File: src/rtl/cpu_run_pkg.sv
// Shared types and constants for the CPU run-control sequencer.
// The state enum and byte-per-word constants are used by the top FSM and the bench.
package cpu_run_pkg;

    typedef enum logic [2:0] {
        S_IDLE,
        S_LOAD,
        S_LOAD_DRAIN,
        S_RUN,
        S_DUMP_REQ,
        S_DUMP_WAIT,
        S_DUMP_OUT,
        S_DONE
    } run_state_e;

    localparam int unsigned IMEM_BYTES_PER_WORD = 4;
    localparam int unsigned DMEM_BYTES_PER_WORD = 8;

    // Memory ports take byte addresses; the sequencer counts in words.
    function automatic logic [63:0] word_to_byte_addr(input logic [63:0] word_idx,
                                                      input int unsigned bytes_per_word);
        return word_idx * 64'(bytes_per_word);
    endfunction

endpackage

File: src/rtl/cpu_run_ctrl_if.sv
// Stream and memory-port bundle between the run-control sequencer and its surroundings.
// master is the sequencer side; slave is the host/cpu side.
interface cpu_run_ctrl_if;

    logic        in_valid;
    logic        in_ready;
    logic [31:0] in_data;

    logic        out_valid;
    logic        out_ready;
    logic [63:0] out_data;

    logic [63:0] imem_addr;
    logic        imem_wen;
    logic        imem_ren;
    logic [31:0] imem_wdata;

    logic [63:0] dmem_addr;
    logic        dmem_wen;
    logic        dmem_ren;
    logic [63:0] dmem_wdata;
    logic [63:0] dmem_rdata;

    modport master (
        input  in_valid, in_data, out_ready, dmem_rdata,
        output in_ready, out_valid, out_data,
        output imem_addr, imem_wen, imem_ren, imem_wdata,
        output dmem_addr, dmem_wen, dmem_ren, dmem_wdata
    );

    modport slave (
        output in_valid, in_data, out_ready, dmem_rdata,
        input  in_ready, out_valid, out_data,
        input  imem_addr, imem_wen, imem_ren, imem_wdata,
        input  dmem_addr, dmem_wen, dmem_ren, dmem_wdata
    );

endinterface

File: src/rtl/cpu_run_ctrl_run_cycle_counter.sv
// Loadable down-counter with a zero flag; times the enable window of the RUN phase.
// Decrement saturates at zero so a stray dec never wraps.
module run_cycle_counter #(
    parameter int W = 32
) (
    input  logic         clk,
    input  logic         rst,
    input  logic         load_i,
    input  logic [W-1:0] load_val_i,
    input  logic         dec_i,
    output logic         zero_o
);

    localparam logic [W-1:0] ONE = W'(1);

    logic [W-1:0] count_q;
    logic [W-1:0] count_d;

    always_comb begin
        count_d = count_q;
        if (load_i) begin
            count_d = load_val_i;
        end else if (dec_i && (count_q != '0)) begin
            count_d = count_q - ONE;
        end
    end

    always_ff @(posedge clk) begin
        if (rst) begin
            count_q <= '0;
        end else begin
            count_q <= count_d;
        end
    end

    assign zero_o = (count_q == '0);

endmodule

File: src/rtl/cpu_run_ctrl.sv
// Job sequencer for the pipelined core: load program, run for N cycles, dump a data window.
// Every output is driven from a register so the cpu sees glitch-free strobes.
module cpu_run_ctrl
    import cpu_run_pkg::*;
#(
    parameter int IMEM_ADDR_W = 9,
    parameter int DMEM_ADDR_W = 10,
    parameter int RUN_W       = 32
) (
    input  logic                   clk,
    input  logic                   rst,
    input  logic                   start_i,
    input  logic [IMEM_ADDR_W:0]   prog_len_i,
    input  logic [RUN_W-1:0]       run_cycles_i,
    input  logic [DMEM_ADDR_W-1:0] dump_base_i,
    input  logic [DMEM_ADDR_W:0]   dump_len_i,
    cpu_run_ctrl_if.master         bus,
    output logic                   cpu_enable_o,
    output logic                   cpu_arst_n_o,
    output logic                   busy_o,
    output logic                   done_o
);

    localparam logic [IMEM_ADDR_W:0] IMEM_CAP = {1'b1, {IMEM_ADDR_W{1'b0}}};
    localparam logic [DMEM_ADDR_W:0] DMEM_CAP = {1'b1, {DMEM_ADDR_W{1'b0}}};
    localparam logic [IMEM_ADDR_W:0] IDX_ONE  = (IMEM_ADDR_W + 1)'(1);
    localparam logic [DMEM_ADDR_W:0] J_ONE    = (DMEM_ADDR_W + 1)'(1);
    localparam logic [RUN_W-1:0]     RUN_ONE  = RUN_W'(1);

    run_state_e             state_q, state_d;
    logic [IMEM_ADDR_W:0]   prog_len_q, prog_len_d;
    logic [RUN_W-1:0]       run_cycles_q, run_cycles_d;
    logic [DMEM_ADDR_W-1:0] dump_base_q, dump_base_d;
    logic [DMEM_ADDR_W:0]   dump_len_q, dump_len_d;
    logic [IMEM_ADDR_W:0]   idx_q, idx_d;
    logic [DMEM_ADDR_W:0]   j_q, j_d;

    logic                   in_ready_q, in_ready_d;
    logic                   imem_wen_q, imem_wen_d;
    logic [63:0]            imem_addr_q, imem_addr_d;
    logic [31:0]            imem_wdata_q, imem_wdata_d;
    logic                   dmem_ren_q, dmem_ren_d;
    logic [63:0]            dmem_addr_q, dmem_addr_d;
    logic                   out_valid_q, out_valid_d;
    logic [63:0]            out_data_q, out_data_d;
    logic                   cpu_enable_q, cpu_enable_d;
    logic                   cpu_arst_n_q, cpu_arst_n_d;
    logic                   busy_q, busy_d;
    logic                   done_q, done_d;

    logic                   cnt_load;
    logic [RUN_W-1:0]       cnt_load_val;
    logic                   cnt_dec;
    logic                   cnt_zero;

    logic [IMEM_ADDR_W:0]   prog_len_clamped;
    logic [DMEM_ADDR_W:0]   dump_len_clamped;
    logic [IMEM_ADDR_W:0]   idx_inc;
    logic [DMEM_ADDR_W:0]   j_inc;
    logic [DMEM_ADDR_W-1:0] dump_widx_first;
    logic [DMEM_ADDR_W-1:0] dump_widx_next;

    assign prog_len_clamped = (prog_len_i > IMEM_CAP) ? IMEM_CAP : prog_len_i;
    assign dump_len_clamped = (dump_len_i > DMEM_CAP) ? DMEM_CAP : dump_len_i;
    assign idx_inc          = idx_q + IDX_ONE;
    assign j_inc            = j_q + J_ONE;
    // Word indices wrap naturally at the data-memory depth.
    assign dump_widx_first  = dump_base_q;
    assign dump_widx_next   = dump_base_q + j_inc[DMEM_ADDR_W-1:0];

    run_cycle_counter #(
        .W(RUN_W)
    ) u_run_cnt (
        .clk        (clk),
        .rst        (rst),
        .load_i     (cnt_load),
        .load_val_i (cnt_load_val),
        .dec_i      (cnt_dec),
        .zero_o     (cnt_zero)
    );

    always_comb begin
        state_d      = state_q;
        prog_len_d   = prog_len_q;
        run_cycles_d = run_cycles_q;
        dump_base_d  = dump_base_q;
        dump_len_d   = dump_len_q;
        idx_d        = idx_q;
        j_d          = j_q;
        in_ready_d   = in_ready_q;
        imem_wen_d   = 1'b0;
        imem_addr_d  = imem_addr_q;
        imem_wdata_d = imem_wdata_q;
        dmem_ren_d   = 1'b0;
        dmem_addr_d  = dmem_addr_q;
        out_valid_d  = out_valid_q;
        out_data_d   = out_data_q;
        cpu_enable_d = cpu_enable_q;
        cpu_arst_n_d = cpu_arst_n_q;
        busy_d       = busy_q;
        done_d       = done_q;
        cnt_load     = 1'b0;
        cnt_load_val = '0;
        cnt_dec      = 1'b0;

        case (state_q)
            S_IDLE, S_DONE: begin
                if (start_i) begin
                    prog_len_d   = prog_len_clamped;
                    run_cycles_d = run_cycles_i;
                    dump_base_d  = dump_base_i;
                    dump_len_d   = dump_len_clamped;
                    idx_d        = '0;
                    j_d          = '0;
                    busy_d       = 1'b1;
                    done_d       = 1'b0;
                    out_valid_d  = 1'b0;
                    cpu_enable_d = 1'b0;
                    cpu_arst_n_d = 1'b0;
                    if (prog_len_clamped == '0) begin
                        state_d = S_LOAD_DRAIN;
                    end else begin
                        state_d    = S_LOAD;
                        in_ready_d = 1'b1;
                    end
                end
            end

            S_LOAD: begin
                if (bus.in_valid && in_ready_q) begin
                    imem_wen_d   = 1'b1;
                    imem_addr_d  = word_to_byte_addr(64'(idx_q), IMEM_BYTES_PER_WORD);
                    imem_wdata_d = bus.in_data;
                    idx_d        = idx_inc;
                    if (idx_inc == prog_len_q) begin
                        in_ready_d = 1'b0;
                        state_d    = S_LOAD_DRAIN;
                    end
                end
            end

            // The counter holds cycles remaining after the current one, so zero marks the last.
            S_LOAD_DRAIN: begin
                if (run_cycles_q != '0) begin
                    cnt_load     = 1'b1;
                    cnt_load_val = run_cycles_q - RUN_ONE;
                    cpu_arst_n_d = 1'b1;
                    cpu_enable_d = 1'b1;
                    state_d      = S_RUN;
                end else if (dump_len_q == '0) begin
                    busy_d  = 1'b0;
                    done_d  = 1'b1;
                    state_d = S_DONE;
                end else begin
                    dmem_ren_d  = 1'b1;
                    dmem_addr_d = word_to_byte_addr(64'(dump_widx_first), DMEM_BYTES_PER_WORD);
                    state_d     = S_DUMP_REQ;
                end
            end

            S_RUN: begin
                if (!cnt_zero) begin
                    cnt_dec = 1'b1;
                end else begin
                    cpu_enable_d = 1'b0;
                    if (dump_len_q == '0) begin
                        busy_d  = 1'b0;
                        done_d  = 1'b1;
                        state_d = S_DONE;
                    end else begin
                        dmem_ren_d  = 1'b1;
                        dmem_addr_d = word_to_byte_addr(64'(dump_widx_first), DMEM_BYTES_PER_WORD);
                        state_d     = S_DUMP_REQ;
                    end
                end
            end

            S_DUMP_REQ: begin
                state_d = S_DUMP_WAIT;
            end

            S_DUMP_WAIT: begin
                out_data_d  = bus.dmem_rdata;
                out_valid_d = 1'b1;
                state_d     = S_DUMP_OUT;
            end

            S_DUMP_OUT: begin
                if (bus.out_ready) begin
                    out_valid_d = 1'b0;
                    j_d         = j_inc;
                    if (j_inc < dump_len_q) begin
                        dmem_ren_d  = 1'b1;
                        dmem_addr_d = word_to_byte_addr(64'(dump_widx_next), DMEM_BYTES_PER_WORD);
                        state_d     = S_DUMP_REQ;
                    end else begin
                        busy_d  = 1'b0;
                        done_d  = 1'b1;
                        state_d = S_DONE;
                    end
                end
            end

            default: begin
                state_d = S_IDLE;
            end
        endcase
    end

    always_ff @(posedge clk) begin
        if (rst) begin
            state_q      <= S_IDLE;
            prog_len_q   <= '0;
            run_cycles_q <= '0;
            dump_base_q  <= '0;
            dump_len_q   <= '0;
            idx_q        <= '0;
            j_q          <= '0;
            in_ready_q   <= 1'b0;
            imem_wen_q   <= 1'b0;
            imem_addr_q  <= '0;
            imem_wdata_q <= '0;
            dmem_ren_q   <= 1'b0;
            dmem_addr_q  <= '0;
            out_valid_q  <= 1'b0;
            out_data_q   <= '0;
            cpu_enable_q <= 1'b0;
            cpu_arst_n_q <= 1'b0;
            busy_q       <= 1'b0;
            done_q       <= 1'b0;
        end else begin
            state_q      <= state_d;
            prog_len_q   <= prog_len_d;
            run_cycles_q <= run_cycles_d;
            dump_base_q  <= dump_base_d;
            dump_len_q   <= dump_len_d;
            idx_q        <= idx_d;
            j_q          <= j_d;
            in_ready_q   <= in_ready_d;
            imem_wen_q   <= imem_wen_d;
            imem_addr_q  <= imem_addr_d;
            imem_wdata_q <= imem_wdata_d;
            dmem_ren_q   <= dmem_ren_d;
            dmem_addr_q  <= dmem_addr_d;
            out_valid_q  <= out_valid_d;
            out_data_q   <= out_data_d;
            cpu_enable_q <= cpu_enable_d;
            cpu_arst_n_q <= cpu_arst_n_d;
            busy_q       <= busy_d;
            done_q       <= done_d;
        end
    end

    assign bus.in_ready   = in_ready_q;
    assign bus.out_valid  = out_valid_q;
    assign bus.out_data   = out_data_q;
    assign bus.imem_addr  = imem_addr_q;
    assign bus.imem_wen   = imem_wen_q;
    assign bus.imem_wdata = imem_wdata_q;
    assign bus.dmem_addr  = dmem_addr_q;
    assign bus.dmem_ren   = dmem_ren_q;
    // Instruction memory is write-only and data memory read-only from this side.
    assign bus.imem_ren   = 1'b0;
    assign bus.dmem_wen   = 1'b0;
    assign bus.dmem_wdata = '0;

    assign cpu_enable_o = cpu_enable_q;
    assign cpu_arst_n_o = cpu_arst_n_q;
    assign busy_o       = busy_q;
    assign done_o       = done_q;

endmodule

File: src/flat_wrapper.sv
// flat-port wrapper written by rule: the top's interface ports become plain ports
module cpu_run_ctrl_flat import cpu_run_pkg::*;
#(
    parameter int IMEM_ADDR_W = 9,
    parameter int DMEM_ADDR_W = 10,
    parameter int RUN_W       = 32
)
  (clk, rst, start_i, prog_len_i, run_cycles_i, dump_base_i, dump_len_i, cpu_enable_o, cpu_arst_n_o, busy_o, done_o, bus_in_valid, bus_in_data, bus_out_ready, bus_dmem_rdata, bus_in_ready, bus_out_valid, bus_out_data, bus_imem_addr, bus_imem_wen, bus_imem_ren, bus_imem_wdata, bus_dmem_addr, bus_dmem_wen, bus_dmem_ren, bus_dmem_wdata);
  cpu_run_ctrl_if bus_i ();
  input  logic clk;
  input  logic rst;
  input  logic start_i;
  input  logic [IMEM_ADDR_W:0] prog_len_i;
  input  logic [RUN_W-1:0] run_cycles_i;
  input  logic [DMEM_ADDR_W-1:0] dump_base_i;
  input  logic [DMEM_ADDR_W:0] dump_len_i;
  output logic cpu_enable_o;
  output logic cpu_arst_n_o;
  output logic busy_o;
  output logic done_o;
  input wire logic [$bits(bus_i.in_valid)-1:0] bus_in_valid;
  input wire logic [$bits(bus_i.in_data)-1:0] bus_in_data;
  input wire logic [$bits(bus_i.out_ready)-1:0] bus_out_ready;
  input wire logic [$bits(bus_i.dmem_rdata)-1:0] bus_dmem_rdata;
  output wire logic [$bits(bus_i.in_ready)-1:0] bus_in_ready;
  output wire logic [$bits(bus_i.out_valid)-1:0] bus_out_valid;
  output wire logic [$bits(bus_i.out_data)-1:0] bus_out_data;
  output wire logic [$bits(bus_i.imem_addr)-1:0] bus_imem_addr;
  output wire logic [$bits(bus_i.imem_wen)-1:0] bus_imem_wen;
  output wire logic [$bits(bus_i.imem_ren)-1:0] bus_imem_ren;
  output wire logic [$bits(bus_i.imem_wdata)-1:0] bus_imem_wdata;
  output wire logic [$bits(bus_i.dmem_addr)-1:0] bus_dmem_addr;
  output wire logic [$bits(bus_i.dmem_wen)-1:0] bus_dmem_wen;
  output wire logic [$bits(bus_i.dmem_ren)-1:0] bus_dmem_ren;
  output wire logic [$bits(bus_i.dmem_wdata)-1:0] bus_dmem_wdata;
  assign bus_i.in_valid = bus_in_valid;
  assign bus_i.in_data = bus_in_data;
  assign bus_i.out_ready = bus_out_ready;
  assign bus_i.dmem_rdata = bus_dmem_rdata;
  assign bus_in_ready = bus_i.in_ready;
  assign bus_out_valid = bus_i.out_valid;
  assign bus_out_data = bus_i.out_data;
  assign bus_imem_addr = bus_i.imem_addr;
  assign bus_imem_wen = bus_i.imem_wen;
  assign bus_imem_ren = bus_i.imem_ren;
  assign bus_imem_wdata = bus_i.imem_wdata;
  assign bus_dmem_addr = bus_i.dmem_addr;
  assign bus_dmem_wen = bus_i.dmem_wen;
  assign bus_dmem_ren = bus_i.dmem_ren;
  assign bus_dmem_wdata = bus_i.dmem_wdata;
  cpu_run_ctrl #(.IMEM_ADDR_W(IMEM_ADDR_W), .DMEM_ADDR_W(DMEM_ADDR_W), .RUN_W(RUN_W)) u_core (.clk(clk), .rst(rst), .start_i(start_i), .prog_len_i(prog_len_i), .run_cycles_i(run_cycles_i), .dump_base_i(dump_base_i), .dump_len_i(dump_len_i), .bus(bus_i), .cpu_enable_o(cpu_enable_o), .cpu_arst_n_o(cpu_arst_n_o), .busy_o(busy_o), .done_o(done_o));
endmodule
File: config.mk
export PLATFORM = sky130hd
export DESIGN_NAME = cpu_run_ctrl_flat
export DESIGN_NICKNAME = d
export VERILOG_FILES = /design/src/rtl/cpu_run_pkg.sv /design/src/rtl/cpu_run_ctrl_if.sv /design/src/rtl/cpu_run_ctrl_run_cycle_counter.sv /design/src/rtl/cpu_run_ctrl.sv /design/src/flat_wrapper.sv
export SDC_FILE = /design/constraint.sdc
export NUM_CORES = 1
export LEC_CHECK = 0
export CORE_AREA = 2 2 182 184
export CTS_CLUSTER_DIAMETER = 60
export DETAILED_ROUTE_END_ITERATION = 8
export DIE_AREA = 0 0 184 186
export GPL_TIMING_DRIVEN = 0
export HOLD_SLACK_MARGIN = 0.1
export PLACE_DENSITY = 0.78
export SETUP_SLACK_MARGIN = 0.02
export SLEW_MARGIN = 20
export SYNTH_ARGS = -nofsm -noshare
export SYNTH_HDL_FRONTEND = slang
export SYNTH_HIERARCHICAL = 1
export SYNTH_SLANG_ARGS = --single-unit
File: constraint.sdc
create_clock -name clk -period 5.4 [get_ports clk]
set_input_delay 1.35 -clock clk [delete_from_list [all_inputs] [get_ports clk]]
set_output_delay 1.35 -clock clk [all_outputs]
set_load 0.1 [all_outputs]
After elaboration in Yosys (flattened, before gate mapping). Cells that the tools add are included.

Register bits after elaboration: 297. Bits in latches: 0. RAM bits: 0. Memory bits (read-only): 0. Input port bits: 164. Output and inout bits: 298. Word-level logic and storage cells: 140. Memories kept: 0.

Add/sub/neg operators: 5. $mul: 0. Div/mod/pow operators: 0. $lt $le $gt $ge: 3. Equality and inequality tests: 18. Shift-type cells: 0. Mux-type cells: 64. Bitwise logic cells: 1. Reduce and logical (&&, ||, !) cells: 29.

Operators with widths (count): $mux W64 (5); $pmux W64 S3 (1); $mux W32 (4); $reduce_bool A32 Y1 (2); $sub A32 B1 Y32 const B (2); $mux W11 (3); $logic_not A32 Y1 (1); $mux W10 (3); $mux W1 (29); $pmux W11 S2 (1); $pmux W3 S7 (1); $pmux W10 S2 (1); $mux W3 (6); $reduce_and A5 Y1 (3); $eq A3 B3 Y1 const B (4); $reduce_and A3 Y1 (4); $add A11 B1 Y11 const B (1); $gt A11 B11 Y1 const B (1); $logic_not A11 Y1 (1); $lt A11 B11 Y1 (1); $add A10 B1 Y10 const B (1); $add A10 B10 Y10 (1); $eq A10 B10 Y1 (1); $gt A10 B10 Y1 const B (1); other kinds (19) (42).

Logic depth before layout (Yosys ltp).
Word-level depth: 6. Depth in mapped cells: 15.

Cells and area by module. Netlist, hierarchy kept.

By module, submodules not included: cpu_run_ctrl (times used 1, cells an instance 1443, area an instance 10996.8 um^2); run_cycle_counter (times used 1, cells an instance 246, area an instance 2064.5 um^2).

Worst setup path after synthesis. OpenSTA, ideal clock, no wires.

Path type: register to register. Start: reg u_core.j_q[0]. End: reg u_core.state_q[0]. Arrival: 2997 ps. Required time: 5278 ps. Path slack: 2281 ps. Stages on the path, launching flop included: 15. Path buffers: 0. Cell sequence: dfxtp_1 -> ha_1 -> and3_1 -> and3_1 -> and3_1 -> nand3_1 -> xnor2_1 -> ha_1 -> a21oi_1 -> o21a_1 -> nand2_1 -> o21ai_0 -> a211o_1 -> a21boi_0 -> a311o_1.

Word-level cells in the longest chain between the ends: 5.

RTL lines: start, declared (RTL line cpu_run_ctrl.sv:36) `logic [DMEM_ADDR_W:0] j_q, j_d;`; start signal, assigned (RTL line cpu_run_ctrl.sv:238) `j_q <= j_d;`; $add A11 B1 Y11 (RTL line cpu_run_ctrl.sv:66) `assign j_inc = j_q + J_ONE;`; $lt A11 B11 Y1 (RTL line cpu_run_ctrl.sv:192) `if (j_inc < dump_len_q) begin`; $mux W2 (RTL line cpu_run_ctrl.sv:192); $mux W3 (RTL line cpu_run_ctrl.sv:189) `if (bus.out_ready) begin`; $pmux W3 S7 (RTL line cpu_run_ctrl.sv:106) `case (state_q)`; end signal, assigned (RTL line cpu_run_ctrl.sv:232) `state_q <= state_d;`; end, declared (RTL line cpu_run_ctrl.sv:30) `run_state_e state_q, state_d;`.

Every way passes these cells. The select of a mux whose other input is x is not followed. A chain may end at the register's enable or synchronous reset.

Worst setup path in the final report.
Start: reg u_core.u_run_cnt.count_q[0]. End: reg u_core.u_run_cnt.count_q[31].

Word-level cells in the longest chain between the ends: 5.

RTL lines: start, declared (RTL line cpu_run_ctrl_run_cycle_counter.sv:16) `logic [W-1:0] count_q;`; start signal, assigned (RTL line cpu_run_ctrl_run_cycle_counter.sv:32) `count_q <= count_d;`; $logic_not A32 Y1 (RTL line cpu_run_ctrl_run_cycle_counter.sv:36) `assign zero_o = (count_q == '0);`; named net u_core.cnt_zero (RTL line cpu_run_ctrl.sv:54) `logic cnt_zero;`; $mux W1 (RTL line cpu_run_ctrl.sv:162) `if (!cnt_zero) begin`; $mux W1 (RTL line cpu_run_ctrl.sv:106); named net u_core.cnt_dec (RTL line cpu_run_ctrl.sv:53) `logic cnt_dec;`; $logic_and A1 B1 Y1 (RTL line cpu_run_ctrl_run_cycle_counter.sv:23) `end else if (dec_i && (count_q != '0)) begin`; $reduce_bool A2 Y1 (no line).

The timed path passes the listed nets, and every way through them passes these cells. The select of a mux whose other input is x is not followed.

==> impl_metrics.env <==
export IMPL_die_area_um2=34200
export IMPL_drt_antenna_violating_nets=0
export IMPL_grt_pass1_wl_um=64100
export IMPL_arrival_ps=4280
export IMPL_synth_top_area_cell="dfxtp_1"
export IMPL_fin_nets=2370
export IMPL_p_leak_uw=0.00716
export IMPL_drive_gt1_share_pct=12.1
export IMPL_synth_seq_cells=243
export IMPL_power_density_nw_per_um2=391
export IMPL_hold_worst_slack_ps=453
export IMPL_cp_max_fo=8
export IMPL_rows=66
export IMPL_drc=0
export IMPL_tightest_slew_ps=1060
export IMPL_cts_buffers=30
export IMPL_netlist_area_um2=13100
export IMPL_maxCapViolations=0
export IMPL_first_pass_iters=5
export IMPL_dr_first_iter_drc_count=816
export IMPL_grt_ovfl_total=0
export IMPL_postCtsSetupBuffers=0
export IMPL_synth_edf_count=0
export IMPL_syn_inst=1689
export IMPL_core_area_um2=32200
export IMPL_viasPerCell=4.95
export IMPL_finalWeightedCongestion=0.939
export IMPL_p_total_uw=7090
export IMPL_async_flop_share_pct=0
export IMPL_status="complete, no violations"
export IMPL_peakVddDrop_uv=257
export IMPL_antenna_found_initial=1
export IMPL_ys_types=81
export IMPL_fill_cells=2882
export IMPL_io_buffers=287
export IMPL_initial_utilization_pct=40.6
export IMPL_cts_path_max_buffers=3
export IMPL_synth_common_cells="nand2_1, dfxtp_1, a21oi_1"
export IMPL_clk_pin_slew_ps=60
export IMPL_die_x_um=184
export IMPL_syn_area_per_cell_um2=7.73
export IMPL_setup_viol_count_final=0
export IMPL_slew_headroom_pct=29.1
export IMPL_timing_final_crit_share_pct=71.7
export IMPL_synth_ff_type="dfxtp_1"
export IMPL_grt_setup_unrepaired="no"
export IMPL_ios=462
export IMPL_grt_usage_pct=23.5
export IMPL_hold_class="reg2reg"
export IMPL_finalSetupTns_ps=0
export IMPL_slew_violations=0
export IMPL_wl_per_cell_um=16.2
export IMPL_die_h_um=186
export IMPL_grt_pass1_vias=11941
export IMPL_ctsResizeCount=0
export IMPL_yosysMostFrequentCell="nand2_1"
export IMPL_clock_skew_ps=28.5
export IMPL_cts_tree="yes"
export IMPL_hold_viol=0
export IMPL_wl_um=42300
export IMPL_ys_warn_count=6
export IMPL_crit_path_start_kind="register"
export IMPL_grt_max_degree=17
export IMPL_path_class="reg2reg"
export IMPL_syn_to_final_growth_pct=38.8
export IMPL_crit_required_ps=5810
export IMPL_ys_seq_area_share_pct=37.2
export IMPL_cts_sinks=243
export IMPL_max_freq_mhz=258
export IMPL_dp_hpwl_um=32800
export IMPL_yosys_top_cells_area="dfxtp_1, nand2_1, buf_4, a21oi_1, nor2_1"
export IMPL_synth_top_area_share_pct=37.2
export IMPL_hold_buffers=0
export IMPL_crit_path_end_kind="register"
export IMPL_cts_root_buffer_cell="clkbuf_16"
export IMPL_via_count=12941
export IMPL_period_minus_slack_ps=3870
export IMPL_clock_latency_ps=570
export IMPL_htreeDepth=1
registers in the layout, indices dropped and copies added, names as in the netlist, 11 cells and up:
register / cells
u_core/bus.out_data: 64
u_core/bus.imem_wdata: 32
u_core/run_cycles_q: 32
u_core/u_run_cnt/count_q: 32
u_core/dump_len_q: 11
u_core/j_q: 11
per-stage QoR:
| stage | utilization [%] | instances | cell area, µm² | worst slack (ps) |
|---|---|---|---|---|
| 6_report | 56.3 | 2613 | 18100 | 1530 |
| 5_1_grt | 56.3 | 2613 | 18100 | 1290 |
| 4_1_cts | 56.3 | 2612 | 18100 | 1670 |
| 3_5_place_dp | 53.1 | 2557 | 17100 | 1500 |
| 3_3_place_gp | 53.1 | 2557 | 17100 | 1490 |
| 2_1_floorplan | - | 1862 | 13700 | 2280 |
path summary, 6_finish.rpt:
check / cells past startpoint / slack [ps] / start / end
max: 12 / 1530 / u_core/u_run_cnt/count_q[0] / u_core/u_run_cnt/count_q[31]
min: 2 / 450 / u_core/bus.imem_addr[4] / u_core/bus.imem_addr[4]
max reg2reg: 12 / 1530 / u_core/u_run_cnt/count_q[0] / u_core/u_run_cnt/count_q[31]
min reg2reg: 2 / 450 / u_core/bus.imem_addr[4] / u_core/bus.imem_addr[4]
logic make-up (layout without fill, tap and decap cells):
kind of cell,after synthesis,after routing,share of synthesized area [%]
other,1,175,0.0287
muxes,12,12,0.929
buffers and inverters,307,649,14.2
xor gates and xnor gates,69,69,4.63
and+or+nand+nor,685,685,24.1
AOI/OAI and AO/OA,347,347,16.5
adders and majority gates,25,25,2.45
DFF,243,243,37.2
routing by layer:
layer	GRT usage (%)	wire [µm]
met1	29.2	17400
met2	40.0	20300
met3	5.46	3440
met4	7.52	1230
met5	0	0
cells in the final DEF, fill, tap and decap left out, types with 12 or more instances in the layout:
| cell type | count |
|---|---|
| buf_4 | 175 |
| a211oi_1 | 12 |
| clkdlybuf4s50_1 | 287 |
| nand2_1 | 370 |
| nand3b_1 | 25 |
| nor3_1 | 39 |
| or4_1 | 17 |
| ha_1 | 24 |
| nor2_1 | 121 |
| or3_1 | 12 |
| nand3_1 | 21 |
| dfxtp_1 | 243 |
| xor2_1 | 27 |
| a21oi_1 | 207 |
| xnor2_1 | 42 |
| clkbuf_1 | 85 |
| nor4_1 | 16 |
| o21ai_0 | 24 |
| clkbuf_16 | 30 |
| conb_1 | 174 |
| inv_1 | 34 |
critical path, stage by stage, from the launching register on:
cell      delay [ps]
dfxtp_1          410
inv_1             60
ha_1             220
nor3b_1          180
nand3_1          310
nor3_1           230
nand2b_1         210
nor2_1           650
inv_1            290
or4_1            530
o41ai_1          370
o41a_1           210
o31ai_1           60
area by class of cell:
| type | count | area, µm² | share of cell area [%] |
|---|---|---|---|
| timing repair buffer | 287 | 2870 | 15.8 |
| tap | 408 | 510 | 2.81 |
| sequential | 243 | 4860 | 26.8 |
| buffer | 272 | 1720 | 9.50 |
| antenna | 1 | 2.50 | 0.0138 |
| inverter | 35 | 131 | 0.724 |
| multi-input combinational | 1312 | 6990 | 38.6 |
| clock inverter | 12 | 149 | 0.821 |
| clock buffer | 43 | 890 | 4.91 |
report_power, final:
group	switching [µW]	leakage (µW)	internal [µW]
Clock	805	0.000512	1240
Combinational	2050	0.00468	871
Sequential	170	0.00197	1950
Total	3020	0.00716	4070
Note: power is estimated with default switching activity, not from simulation.
